### src/rtl/uart_rgb_rx.sv
// UART 8N1 receiver and 5-byte colour packet parser.
// Publishes RGB duty values for the PWM stage on each good packet.
module uart_rgb_rx #(
  parameter int CLOCKS_PER_BIT = 86,
  parameter int TIMEOUT_BITS   = 20
) (
  input  logic       clk,
  input  logic       rst_n,
  input  logic       serial_rxd,
  output logic [7:0] duty_red,
  output logic [7:0] duty_green,
  output logic [7:0] duty_blue,
  output logic       duty_valid,
  output logic       frame_err,
  output logic       pkt_err
);

  localparam int CW = $clog2(CLOCKS_PER_BIT);
  localparam int TW = $clog2(TIMEOUT_BITS * CLOCKS_PER_BIT);
  localparam logic [CW-1:0] HALF_LAST = CW'(CLOCKS_PER_BIT / 2 - 1);
  localparam logic [CW-1:0] BIT_LAST  = CW'(CLOCKS_PER_BIT - 1);
  localparam logic [TW-1:0] TO_LAST   =
    TW'(TIMEOUT_BITS * CLOCKS_PER_BIT - 1);

  typedef enum logic [1:0] {
    IDLE, START, DATA, STOP
  } bit_state_t;

  typedef enum logic [2:0] {
    HDR, PKT_R, PKT_G, PKT_B, PKT_CHK
  } pkt_state_t;

  logic rx_meta, rx_s;

  bit_state_t bs_q, bs_d;
  logic [CW-1:0] baud_q, baud_d;
  logic [2:0] bit_cnt_q, bit_cnt_d;
  logic [7:0] sh_q, sh_d;
  logic byte_valid, stop_bad;

  pkt_state_t ps_q, ps_d;
  logic [7:0] r_q, g_q, b_q, r_d, g_d, b_d;
  logic [7:0] red_d, green_d, blue_d;
  logic [TW-1:0] to_q, to_d;
  logic dv_d, pe_d;

  // Two-flop synchroniser; idle-high reset avoids a false start bit
  always_ff @(posedge clk or negedge rst_n) begin
    if (!rst_n) begin
      rx_meta <= 1'b1;
      rx_s    <= 1'b1;
    end else begin
      rx_meta <= serial_rxd;
      rx_s    <= rx_meta;
    end
  end

  // Bit engine next-state: mid-bit sampling after a half-bit start check
  always_comb begin
    bs_d       = bs_q;
    baud_d     = baud_q;
    bit_cnt_d  = bit_cnt_q;
    sh_d       = sh_q;
    byte_valid = 1'b0;
    stop_bad   = 1'b0;
    case (bs_q)
      IDLE: begin
        baud_d    = '0;
        bit_cnt_d = '0;
        if (!rx_s) bs_d = START;
      end
      START: begin
        if (baud_q == HALF_LAST) begin
          baud_d = '0;
          bs_d   = rx_s ? IDLE : DATA;
        end else begin
          baud_d = baud_q + CW'(1);
        end
      end
      DATA: begin
        if (baud_q == BIT_LAST) begin
          baud_d    = '0;
          sh_d      = {rx_s, sh_q[7:1]};
          bit_cnt_d = bit_cnt_q + 3'd1;
          if (bit_cnt_q == 3'd7) bs_d = STOP;
        end else begin
          baud_d = baud_q + CW'(1);
        end
      end
      STOP: begin
        if (baud_q == BIT_LAST) begin
          baud_d     = '0;
          bs_d       = IDLE;
          byte_valid = rx_s;
          stop_bad   = !rx_s;
        end else begin
          baud_d = baud_q + CW'(1);
        end
      end
      default: bs_d = IDLE;
    endcase
  end

  // Bit engine state register
  always_ff @(posedge clk or negedge rst_n) begin
    if (!rst_n) begin
      bs_q      <= IDLE;
      baud_q    <= '0;
      bit_cnt_q <= '0;
      sh_q      <= '0;
      frame_err <= 1'b0;
    end else begin
      bs_q      <= bs_d;
      baud_q    <= baud_d;
      bit_cnt_q <= bit_cnt_d;
      sh_q      <= sh_d;
      frame_err <= stop_bad;
    end
  end

  // Packet parser next-state; framing error beats timeout, byte beats both
  always_comb begin
    ps_d    = ps_q;
    r_d     = r_q;
    g_d     = g_q;
    b_d     = b_q;
    red_d   = duty_red;
    green_d = duty_green;
    blue_d  = duty_blue;
    dv_d    = 1'b0;
    pe_d    = 1'b0;
    to_d    = (ps_q == HDR || byte_valid) ? '0 : to_q + TW'(1);
    if (stop_bad) begin
      ps_d = HDR;
    end else if (byte_valid) begin
      case (ps_q)
        HDR: if (sh_q == 8'hA5) ps_d = PKT_R;
        PKT_R: begin
          r_d  = sh_q;
          ps_d = PKT_G;
        end
        PKT_G: begin
          g_d  = sh_q;
          ps_d = PKT_B;
        end
        PKT_B: begin
          b_d  = sh_q;
          ps_d = PKT_CHK;
        end
        PKT_CHK: begin
          ps_d = HDR;
          if (sh_q == (r_q ^ g_q ^ b_q)) begin
            red_d   = r_q;
            green_d = g_q;
            blue_d  = b_q;
            dv_d    = 1'b1;
          end else begin
            pe_d = 1'b1;
          end
        end
        default: ps_d = HDR;
      endcase
    end else if (ps_q != HDR && to_q == TO_LAST) begin
      ps_d = HDR;
      pe_d = 1'b1;
    end
  end

  // Parser state, shadows, timeout counter and registered outputs
  always_ff @(posedge clk or negedge rst_n) begin
    if (!rst_n) begin
      ps_q       <= HDR;
      r_q        <= '0;
      g_q        <= '0;
      b_q        <= '0;
      to_q       <= '0;
      duty_red   <= '0;
      duty_green <= '0;
      duty_blue  <= '0;
      duty_valid <= 1'b0;
      pkt_err    <= 1'b0;
    end else begin
      ps_q       <= ps_d;
      r_q        <= r_d;
      g_q        <= g_d;
      b_q        <= b_d;
      to_q       <= to_d;
      duty_red   <= red_d;
      duty_green <= green_d;
      duty_blue  <= blue_d;
      duty_valid <= dv_d;
      pkt_err    <= pe_d;
    end
  end

endmodule

### config.mk
export PLATFORM = sky130hd
export DESIGN_NAME = uart_rgb_rx
export DESIGN_NICKNAME = d
export VERILOG_FILES = /design/src/rtl/uart_rgb_rx.sv
export SDC_FILE = /design/constraint.sdc
export NUM_CORES = 1
export LEC_CHECK = 0
export ABC_AREA = 1
export CAP_MARGIN = 20
export CELL_PAD_IN_SITES_DETAIL_PLACEMENT = 0
export CELL_PAD_IN_SITES_GLOBAL_PLACEMENT = 2
export CORE_ASPECT_RATIO = 1.25
export CORE_UTILIZATION = 38
export DETAILED_ROUTE_END_ITERATION = 10
export PLACE_DENSITY = 0.94
export SLEW_MARGIN = 0
export SYNTH_ARGS = -nofsm -noshare
export SYNTH_HDL_FRONTEND = slang
export SYNTH_SLANG_ARGS = --single-unit
### constraint.sdc
create_clock -name clk -period 5 [get_ports clk]
set_input_delay 1 -clock clk [delete_from_list [all_inputs] [get_ports clk]]
set_output_delay 1 -clock clk [all_outputs]
set_load 0.01 [all_outputs]
==> results.tsv, run 1 <==
stage	metric	value	unit
power	NetSw	0.0003945	W
sta	RSZ-0062 raised after global routing	no	
sta	worst slew pin tran	978.9	ps
grt	initial antenna violation count	0	
min_path	hold crit path type	reg2reg	
outcome	status	completed	
sta	setup violators final	0	
flow_run	Max-Cap Viols	0	
floorplanning	Starting Density	39.36	%
power	Net Sw Frac	24.49	%
min_path	hold depth	0	
sta	Final Cycle Share	49.14	%
clocking	clock root cell	clkbuf_16	
clocking	Clk Latency, worst-skew pair	340	ps
power	P_int	0.001216	W
grt	number of global-route vias before repair	3108	
grt	M3 GR Usage	3.422	%
layout	n_diodes	0	
power	Seq pwr share	46.3	%
layout	proportion of layout cells with a drive suffix above 1	7.706	%
worst_setup_path	crit-path cells	inv_1 > nand2_1 > nand2_1 > nor2_1 > nor2_1 > nand2_1 > nor2_2 > nand3_4 > nand2_1 > nand2_1	
worst_setup_path	Worst Setup End Kind	flip-flop	
grt	GRT overflow	0	
sta	Worst slew margin	34.67	%
sta	max frequency	407.0	MHz
clocking	Post-CTS Resized	0	
placed_design	dpl hpwl	5909	µm
clocking	CTS Buf Count	9	
grt	largest net degree at the start of global routing	56	
floorplanning	Site Rows	42	
yosys	Yosys reg bits	87	
layout	Layout Nets	549	
sta	clock skew	8.367	ps
yosys	top post-synthesis cells by area	dfrtp_1 (50%), nand2_1 (16%), inv_1 (5.1%), nand4_1 (4.4%), nor2_1 (3.4%)	
grt	GRT Util Overall	16.36	%
sta	setup_tns	0	ps
clocking	CTS Hold Buffers Added	0	
grt	met2 track demand over resource	27.57	%
clocking	Longest Clk Path Bufs	2	
grt	gr busiest metal	met2	
clocking	postcts setup bufs	0	
worst_setup_path	Worst EP arrival	2690	ps
power	PnR Total Power	0.001611	W
drt	iteration-0 DRC count of the detailed router	199	
sta	Final min period	2457	ps
yosys	Mean Syn Cell Area	8.256	µm²
drt	detailed-route via count	3266	
placed_design	pre-CTS WS	2481	ps
sta	Final Hold Fails	0	
yosys	Syn Nets	520	
placed_design	IO Port Bufs	29	
worst_setup_path	WS Path Type	reg2reg	
clocking	CTS tree	built	
clocking	clock-pin transition on the worst setup and hold timing paths	60	ps
drt	Via density	4.824	
layout	multi-input logic area	1740	µm²
sta	Worst Slack Setup Final	2543	ps
power	Power Density	327.3	nW/µm²
yosys	Synth Instances	511	
layout	FF+latch area	2180	µm²
yosys	fraction of the yosys area taken by sequential cells	51.66	%
power	clock share of power	45.2	%
drt	per-cell routed wire length	12.34	µm
drt	Final ANT Viol Nets	0	
drt	final wirelength	8356	µm
drt	Post-route DRC	0	
yosys	unique cell type count in the Yosys netlist	34	
worst_setup_path	Most common cell on crit path	nand2_1	
floorplanning	die footprint	11530	µm²
worst_setup_path	Critical Path Source Type	flip-flop	
layout	Fillers	1100	
drt	drt pass-1 iters	4	
worst_setup_path	Max FO, Critical Path	26	
power	Peak supply drop	0.0001427	V
worst_setup_path	slowest stage cell, crit path	nor2_2	
clocking	H-tree lvl count	3	
floorplanning	Core ar.	10720	µm²
worst_setup_path	CP Data Required Time	5230	ps
sta	Slew Limit Fails	0	
placed_design	gpl congestion	0.7633	
grt	M1 GR Usage	20.19	%
power	Gate power share	8.5	%
layout	Area Overhead vs Synth	16.67	%
power	leakage	2.455	nW
floorplanning	die height	119.8	µm
grt	first-pass GRT wire length	14460	µm
clocking	# clock sinks	87	
floorplanning	number of I/O pins	30	
floorplanning	die width	96.25	µm
yosys	mapped cell area	4219	µm²
yosys	area leader, netlist	dfrtp_1	
worst_setup_path	R2R depth	10	
sta	Hold WS	358.6	ps
yosys	top cell type's share of synthesized area	50.42	%
worst_setup_path	largest stage delay on the critical path	700	ps
yosys	Yosys warnings	0	
## worst max-delay path, delay by kind of cell, from the launching register on
kind | cells | cell delay (ps)
flops | 1 | 390
simple gates | 9 | 1760
buf+inv | 1 | 180
## synthesized netlist by cell type
cell / n
nand2_1: 184
dfrtp_1: 85
inv_1: 57
nor2_1: 38
nand4_1: 30
o21ai_0: 26
nor3_1: 11
nand3_1: 10
o21ai_2: 8
a21oi_1: 6
ha_1: 6
xnor2_1: 6
buf_2: 5
buf_4: 4
o21ai_1: 4
xor2_1: 4
nand2_2: 3
nor4_1: 3
buf_6: 2
dfstp_2: 2
nor2_2: 2
nor2_4: 2
o211ai_1: 2
a31o_2: 1
and3_1: 1
clkbuf_1: 1
inv_2: 1
nand2_4: 1
nand3_2: 1
nand3_4: 1
nand4_2: 1
nand4_4: 1
nor2_8: 1
or2_1: 1
## stage by stage
| stage | area [µm²] | utilization, % | cells |
|---|---|---|---|
| final | 4922 | 45.92 | 677 |
| after global routing | 4922 | 45.92 | 677 |
| after CTS | 4922 | 45.92 | 677 |
| after detailed placement | 4598 | 42.89 | 661 |
| after global placement | 4598 | 42.89 | 661 |
| after floorplan | 4219 | - | 511 |
## worst paths after layout
path / start / end / slack (ps)
hold reg to reg: rx_meta$_DFF_PN1_ / rx_s$_DFF_PN1_ / 360
max in group asynchronous: rst_n / to_q[7]$_DFF_PN0_ / 3360
hold / removal: rx_meta$_DFF_PN1_ / rx_s$_DFF_PN1_ / 360
setup / recovery: sh_q[3]$_DFFE_PN0P_ / duty_blue[1]$_DFFE_PN0P_ / 2540
min in group asynchronous: rst_n / duty_green[5]$_DFFE_PN0P_ / 590
setup reg to reg: sh_q[3]$_DFFE_PN0P_ / duty_blue[1]$_DFFE_PN0P_ / 2540
## placed cells by master, fill, tap and decap left out, types with 3 or more instances in the layout
master,n
clkbuf_16,9
nor3_1,11
dfrtp_1,85
nand3_1,10
clkdlybuf4s50_1,28
o21ai_1,4
nor4_1,3
o21ai_0,26
xnor2_1,6
nor2_1,38
nand2_2,3
o21ai_2,8
xor2_1,4
a21oi_1,6
nand4_1,30
inv_1,57
ha_1,6
nand2_1,184
## logic make-up after synthesis
| logic type | count (synthesis) | synth area share (%) |
|---|---|---|
| adder cells (fa/ha/maj) | 6 | 1.779 |
| AND/OR/NAND/NOR | 291 | 30.90 |
| flip-flops | 87 | 51.66 |
| AO/OA/AOI/OAI | 47 | 6.495 |
| buffers and inverters | 70 | 7.088 |
| XOR/XNOR | 10 | 2.076 |
## sequential cells by signal, indices dropped and copies added (netlist names), 8 cells and up, named ones only
name	flops
b_q	8
duty_blue	8
duty_green	8
duty_red	8
g_q	8
r_q	8
sh_q	8
to_q	11
## power groups by stage
stage,clock (W),combinational (W),sequential [W]
CTS,0.000746,0.000142,0.000745
finish,0.000728,0.000138,0.000746
global route,0.000776,0.000164,0.000749
floorplan,0,0.0000991,0.000754
detailed placement,0,0.000141,0.000759
global placement,0,0.000138,0.000757
## area by class of cell
class                           count  area share, %
Multi-Input combinational cell    354          35.36
Timing Repair Buffer               30          5.999
Clock inverter                      5          1.652
Tap cell                          132          3.355
Inverter                           58          4.423
Sequential cell                    87          44.28
Clock buffer                       11          4.931
## per-layer routing
metal / share of wire (%) / vias to the layer above / wire [µm]
met5: 0 / - / 0
met2: 49 / 36 / 4109
met1: 47 / 1523 / 3906
li1: - / 1694 / -
met4: 1.7 / 0 / 144
met3: 2.3 / 13 / 196
Power figures use the tool's default switching activity.
==> inputs of run 2 (changes only) <==
--- a/config.mk
+++ b/config.mk
@@ -10,9 +10,9 @@
 export CELL_PAD_IN_SITES_DETAIL_PLACEMENT = 0
 export CELL_PAD_IN_SITES_GLOBAL_PLACEMENT = 2
 export CORE_ASPECT_RATIO = 1.25
-export CORE_UTILIZATION = 38
+export CORE_UTILIZATION = 35
 export DETAILED_ROUTE_END_ITERATION = 10
-export PLACE_DENSITY = 0.94
+export PLACE_DENSITY = 0.88
 export SLEW_MARGIN = 0
 export SYNTH_ARGS = -nofsm -noshare
 export SYNTH_HDL_FRONTEND = slang
==> constraint.sdc (replaced) <==
create_clock -name clk -period 2.3 [get_ports clk]
set_input_delay 0.46 -clock clk [delete_from_list [all_inputs] [get_ports clk]]
set_output_delay 0.46 -clock clk [all_outputs]
set_load 0.01 [all_outputs]
==> run 2 against run 1 <==
Against the previous run:
- non-clock buffer count is 6 higher
- clock skew is 2.2 ps lower
- cell count is 5.2% higher
- sequential share of layout area is 0.29 points lower
- global-route usage is 1.0 points lower
- sequential cell count stayed put
- total power is 100% higher
- highest routed layer unchanged
==> results.tsv, run 2 (synthesized netlist as in run 1, its figures left out) <==
stage	metric	value	unit
sta	Worst slew margin	65.74	%
flow_run	Max-Cap Viols	0	
placed_design	dpl hpwl	6193	µm
sta	Final min period	1977	ps
grt	met2 track demand over resource	26.63	%
sta	clock skew	6.164	ps
clocking	CTS tree	built	
floorplanning	die height	124.8	µm
sta	Worst Slack Setup Final	322.5	ps
sta	Final Hold Fails	0	
clocking	# clock sinks	87	
clocking	clock root cell	clkbuf_16	
min_path	hold crit path type	in2async	
layout	Design Area, Final	4955	µm²
worst_setup_path	FF-to-FF End	duty_blue[6]$_DFFE_PN0P_	
floorplanning	Starting Density	36.15	%
drt	per-cell routed wire length	11.76	µm
floorplanning	die footprint	12500	µm²
worst_setup_path	R2R depth	9	
drt	detailed-route via count	3306	
sta	RSZ-0062 raised after global routing	no	
grt	gr busiest metal	met2	
worst_setup_path	WS Path Type	reg2reg	
clocking	CTS Buf Count	9	
grt	number of global-route vias before repair	3254	
placed_design	IO Port Bufs	29	
layout	most flop-heavy register	to_q	
grt	GRT overflow	0	
clocking	CTS Hold Buffers Added	0	
worst_setup_path	CP Data Required Time	2520	ps
worst_setup_path	Critical R2R Launch	baud_q[1]$_DFF_PN0_	
layout	proportion of layout cells with a drive suffix above 1	7.985	%
drt	Via density	4.643	
sta	worst slew pin tran	513.9	ps
placed_design	DP Area	4692	µm²
grt	largest net degree at the start of global routing	50	
placed_design	gpl congestion	0.7147	
layout	Layout Nets	555	
clocking	postcts setup bufs	0	
power	leakage	2.458	nW
drt	drt pass-1 iters	4	
drt	Post-route DRC	0	
clocking	clock-pin transition on the worst setup and hold timing paths	60	ps
power	Peak supply drop	0.0002779	V
grt	M1 GR Usage	18.26	%
clocking	Longest Clk Path Bufs	2	
clocking	Post-CTS Resized	0	
grt	GRT Util Overall	15.32	%
worst_setup_path	Crit. Startpoint	baud_q[1]$_DFF_PN0_	
floorplanning	number of I/O pins	30	
worst_setup_path	Critical Path Source Type	flip-flop	
power	Power Density	652.7	nW/µm²
floorplanning	Core ar.	11670	µm²
drt	Final ANT Viol Nets	0	
layout	Area Overhead vs Synth	17.44	%
drt	iteration-0 DRC count of the detailed router	140	
worst_setup_path	Worst Setup End Kind	flip-flop	
worst_setup_path	Worst EP arrival	2200	ps
sta	Hold WS	92.69	ps
sta	setup_tns	0	ps
layout	most frequent cells in the layout	nand2_1 (184), dfrtp_1 (85), inv_1 (57)	
worst_setup_path	Max FO, Critical Path	25	
floorplanning	Site Rows	44	
sta	Slew Limit Fails	0	
layout	Fillers	1217	
placed_design	pre-CTS WS	315.3	ps
drt	final wirelength	8373	µm
clocking	H-tree lvl count	3	
sta	setup violators final	0	
layout	max reg flops	11	
sta	Final Cycle Share	85.98	%
sta	max frequency	505.7	MHz
grt	M3 GR Usage	3.367	%
clocking	Clk Latency, worst-skew pair	340	ps
outcome	status	completed	
layout	n_diodes	0	
layout	commonest non-fill, non-tap cell in the layout	nand2_1	
floorplanning	die width	100.2	µm
grt	initial antenna violation count	0	
grt	first-pass GRT wire length	15180	µm
worst_setup_path	R2R Setup Slk	320	ps
worst_setup_path	CP endpoint	duty_blue[6]$_DFFE_PN0P_	
==> run 2: cell types whose count changed in the layout (fill, tap and decap cells not counted) <==
cell	change
buf_4	+5
buf_12	+1
clkinvlp_4	-1
clkinv_4	-1
clkbuf_1	+4
bufinv_16	-2
==> run 2: per-layer routing <==
layer | wire length [µm] | vias up
li1 | - | 1715
met1 | 3845 | 1541
met2 | 4195 | 41
met3 | 205 | 9
met4 | 127 | 0
met5 | 0 | -
==> run 2: cell type report <==
cell class	count	area, µm²	area share [%]
Timing Repair Buffer	36	352.8	7.121
Tap cell	161	201.4	4.066
Multi-Input combinational cell	354	1740	35.13
Inverter	58	217.7	4.394
Sequential cell	87	2180	43.99
Clock buffer	15	257.7	5.202
Clock inverter	1	5.005	0.1010
==> run 2: through the flow <==
| step | total power [W] | utilization [%] | cells |
|---|---|---|---|
| after floorplan | 0.001854 | - | 511 |
| after global placement | 0.001951 | 40.20 | 696 |
| after detailed placement | 0.001954 | 40.20 | 696 |
| after CTS | 0.003293 | 42.45 | 712 |
| after global routing | 0.003414 | 42.45 | 712 |
| final | 0.003234 | 42.45 | 712 |
==> run 2: worst max-delay path, cell delays in order (launching register included) <==
cell,delay [ps]
dfrtp_1,410
inv_1,70
ha_1,150
nand3_2,90
nor2_4,220
nand4_2,130
nor2_4,300
nand3_4,280
nand2_1,140
nand2_1,60
==> run 2: worst min path at each step <==
stage                       from                         to  slack (ps)  cells after the start
2_1_floorplan              rst_n                  async pin         160                      0
3_3_place_gp   rx_meta$_DFF_PN1_             rx_s$_DFF_PN1_         350                      0
6_report                   rst_n  duty_green[6]$_DFFE_PN0P_          90                      1
5_1_grt                    rst_n       duty_valid$_DFF_PN0_         130                      1
4_1_cts                    rst_n         r_q[6]$_DFFE_PN0P_         100                      1
3_5_place_dp   rx_meta$_DFF_PN1_             rx_s$_DFF_PN1_         350                      0
==> run 2: report_power, final <==
part           leakage [nW]  internal (W)  switching [W]
sequential             1.20       0.00157      0.0000477
clock                 0.128      0.000762       0.000556
combinational          1.13     0.0000924       0.000203
==> inputs of run 3 (changes only) <==
--- a/config.mk
+++ b/config.mk
@@ -10,10 +10,11 @@
 export CELL_PAD_IN_SITES_DETAIL_PLACEMENT = 0
 export CELL_PAD_IN_SITES_GLOBAL_PLACEMENT = 2
 export CORE_ASPECT_RATIO = 1.25
-export CORE_UTILIZATION = 35
+export CORE_UTILIZATION = 37
+export CTS_BUF_LIST = sky130_fd_sc_hd__clkbuf_8
 export DETAILED_ROUTE_END_ITERATION = 10
-export PLACE_DENSITY = 0.88
-export SLEW_MARGIN = 0
+export PLACE_DENSITY = 0.92
+export SLEW_MARGIN = 20
 export SYNTH_ARGS = -nofsm -noshare
 export SYNTH_HDL_FRONTEND = slang
 export SYNTH_SLANG_ARGS = --single-unit
==> run 3 against run 2 <==
Against the previous run:
- worst setup slack got worse by 44 ps
- largest power group unchanged
- hold slack lost 28 ps
- critical path depth grew 2
==> results.tsv, run 3 (synthesized netlist as in run 1, its figures left out) <==
stage	metric	value	unit
layout	most flop-heavy register	to_q	
floorplanning	Site Rows	43	
drt	Post-route DRC	0	
floorplanning	Starting Density	38.07	%
floorplanning	Core ar.	11080	µm²
drt	iteration-0 DRC count of the detailed router	95	
sta	RSZ-0062 raised after global routing	no	
sta	Final Hold Fails	0	
grt	number of global-route vias before repair	3202	
sta	Final min period	2022	ps
sta	Worst slew margin	63.57	%
layout	most frequent cells in the layout	nand2_1 (184), dfrtp_1 (85), inv_1 (59)	
worst_setup_path	Critical Path Source Type	flip-flop	
worst_setup_path	R2R Setup Slk	280	ps
drt	Max Used Layer	met4	
drt	Routed met2 length	4100	µm
worst_setup_path	Most common cell on crit path	nand2_1	
sta	Slew Limit Fails	0	
worst_setup_path	crit-path cells	inv_1 > nand2_1 > nand2_1 > nor2_1 > nor2_1 > nand2_1 > nor2_2 > buf_4 > nand2_1 > nand2_1 > o21ai_0	
worst_setup_path	largest stage delay on the critical path	400	ps
clocking	postcts setup bufs	0	
sta	max frequency	494.6	MHz
floorplanning	die height	121.4	µm
layout	max reg flops	11	
placed_design	IO Port Bufs	29	
drt	Final ANT Viol Nets	0	
placed_design	DP Area	4644	µm²
drt	drt pass-1 iters	5	
worst_setup_path	WS Path Type	reg2reg	
sta	Final Cycle Share	87.90	%
clocking	Post-CTS Resized	0	
clocking	Clk Latency, worst-skew pair	350	ps
worst_setup_path	slowest stage cell, crit path	dfrtp_1	
clocking	clock-pin transition on the worst setup and hold timing paths	80	ps
min_path	hold crit path type	in2async	
floorplanning	die width	97.51	µm
clocking	CTS Hold Buffers Added	0	
drt	detailed-route via count	3244	
worst_setup_path	Worst Setup End Kind	flip-flop	
sta	Worst Slack Setup Final	278.4	ps
placed_design	gpl congestion	0.7390	
clocking	# clock sinks	87	
power	Power Density	635.9	nW/µm²
drt	metal3 WL	284	µm
grt	GRT Util Overall	15.64	%
layout	n_diodes	0	
grt	first-pass GRT wire length	14970	µm
power	Peak supply drop	0.0004038	V
grt	GRT overflow	0	
floorplanning	number of I/O pins	30	
placed_design	pre-CTS WS	247.0	ps
worst_setup_path	Largest delay share family, worst path	simple AND/OR/NAND/NOR gates	
floorplanning	die footprint	11840	µm²
layout	commonest non-fill, non-tap cell in the layout	nand2_1	
worst_setup_path	CP Data Required Time	2520	ps
worst_setup_path	Buf/Inv on CP	2	
clocking	H-tree lvl count	3	
power	leakage	2.444	nW
worst_setup_path	Worst EP arrival	2240	ps
clocking	Longest Clk Path Bufs	2	
sta	worst slew pin tran	545.2	ps
flow_run	Max-Cap Viols	0	
layout	Design Area, Final	4868	µm²
drt	Metal-1 WL	3804	µm
worst_setup_path	Max FO, Critical Path	18	
sta	clock skew	7.535	ps
grt	largest net degree at the start of global routing	53	
clocking	CTS Buf Count	9	
clocking	clock root cell	clkbuf_8	
drt	final wirelength	8306	µm
sta	setup_tns	0	ps
sta	setup violators final	0	
placed_design	dpl hpwl	6045	µm
outcome	status	completed	
drt	per-cell routed wire length	12.14	µm
drt	Via density	4.743	
layout	proportion of layout cells with a drive suffix above 1	8.197	%
layout	Layout Nets	553	
layout	Area Overhead vs Synth	15.39	%
clocking	CTS tree	built	
grt	initial antenna violation count	0	
## run 3: cell types whose count changed in the layout (fill, tap and decap cells not counted)
cell       change
clkbuf_1       -5
clkbuf_16      -9
bufinv_16      +2
inv_1          +2
clkbuf_8      +10
buf_4          -2
## run 3: cell type report
cell class / count / area, µm²
fill: 1149 / 6215
sequential: 87 / 2180
multi-input combinational: 354 / 1740
timing repair buffer: 34 / 337.8
inverter: 58 / 217.7
tap: 135 / 168.9
clock buffer: 11 / 151.4
clock inverter: 5 / 72.57
## run 3: layer usage
layer,vias up,global-route usage (%)
met5,-,0
met4,0,5.607
met3,12,2.995
met2,44,26.97
met1,1490,19.50
li1,1698,-
## run 3: stage by stage
| step | hold WS, ps | utilization (%) | instances | power, W |
|---|---|---|---|---|
| global placement | 346.1 | 41.91 | 668 | 0.001949 |
| floorplan | 164.4 | - | 511 | 0.001854 |
| CTS | 68.86 | 43.93 | 684 | 0.003151 |
| finish | 64.38 | 43.93 | 684 | 0.003096 |
| detailed placement | 348.9 | 41.91 | 668 | 0.001951 |
| global route | 95.33 | 43.93 | 684 | 0.003278 |
## run 3: where the power goes
group	switching [W]	internal [W]	leakage, nW
logic	0.000202	0.0000920	1.12
clock network	0.000522	0.000662	0.122
registers	0.0000478	0.00157	1.20
total	0.000772	0.00232	2.44
## run 3: worst paths after layout
path	startpoint	end	cells after the start
worst max register to register	sh_q[6]$_DFFE_PN0P_	pkt_err$_DFF_PN0_	11
max in group asynchronous	rst_n	rx_meta$_DFF_PN1_	2
worst min-delay path	rst_n	duty_blue[7]$_DFFE_PN0P_	1
worst max-delay path	sh_q[6]$_DFFE_PN0P_	pkt_err$_DFF_PN0_	11
min in group clk	rx_meta$_DFF_PN1_	rx_s$_DFF_PN1_	0
worst min register to register	rx_meta$_DFF_PN1_	rx_s$_DFF_PN1_	0
## run 3: worst reg2reg max path, delay by kind of cell (launching register included)
family	cells	cell delay [ps]
AO/OA/AOI/OAI	1	120
buffers and inverters	2	460
AND/OR/NAND/NOR	8	920
flip-flops	1	400
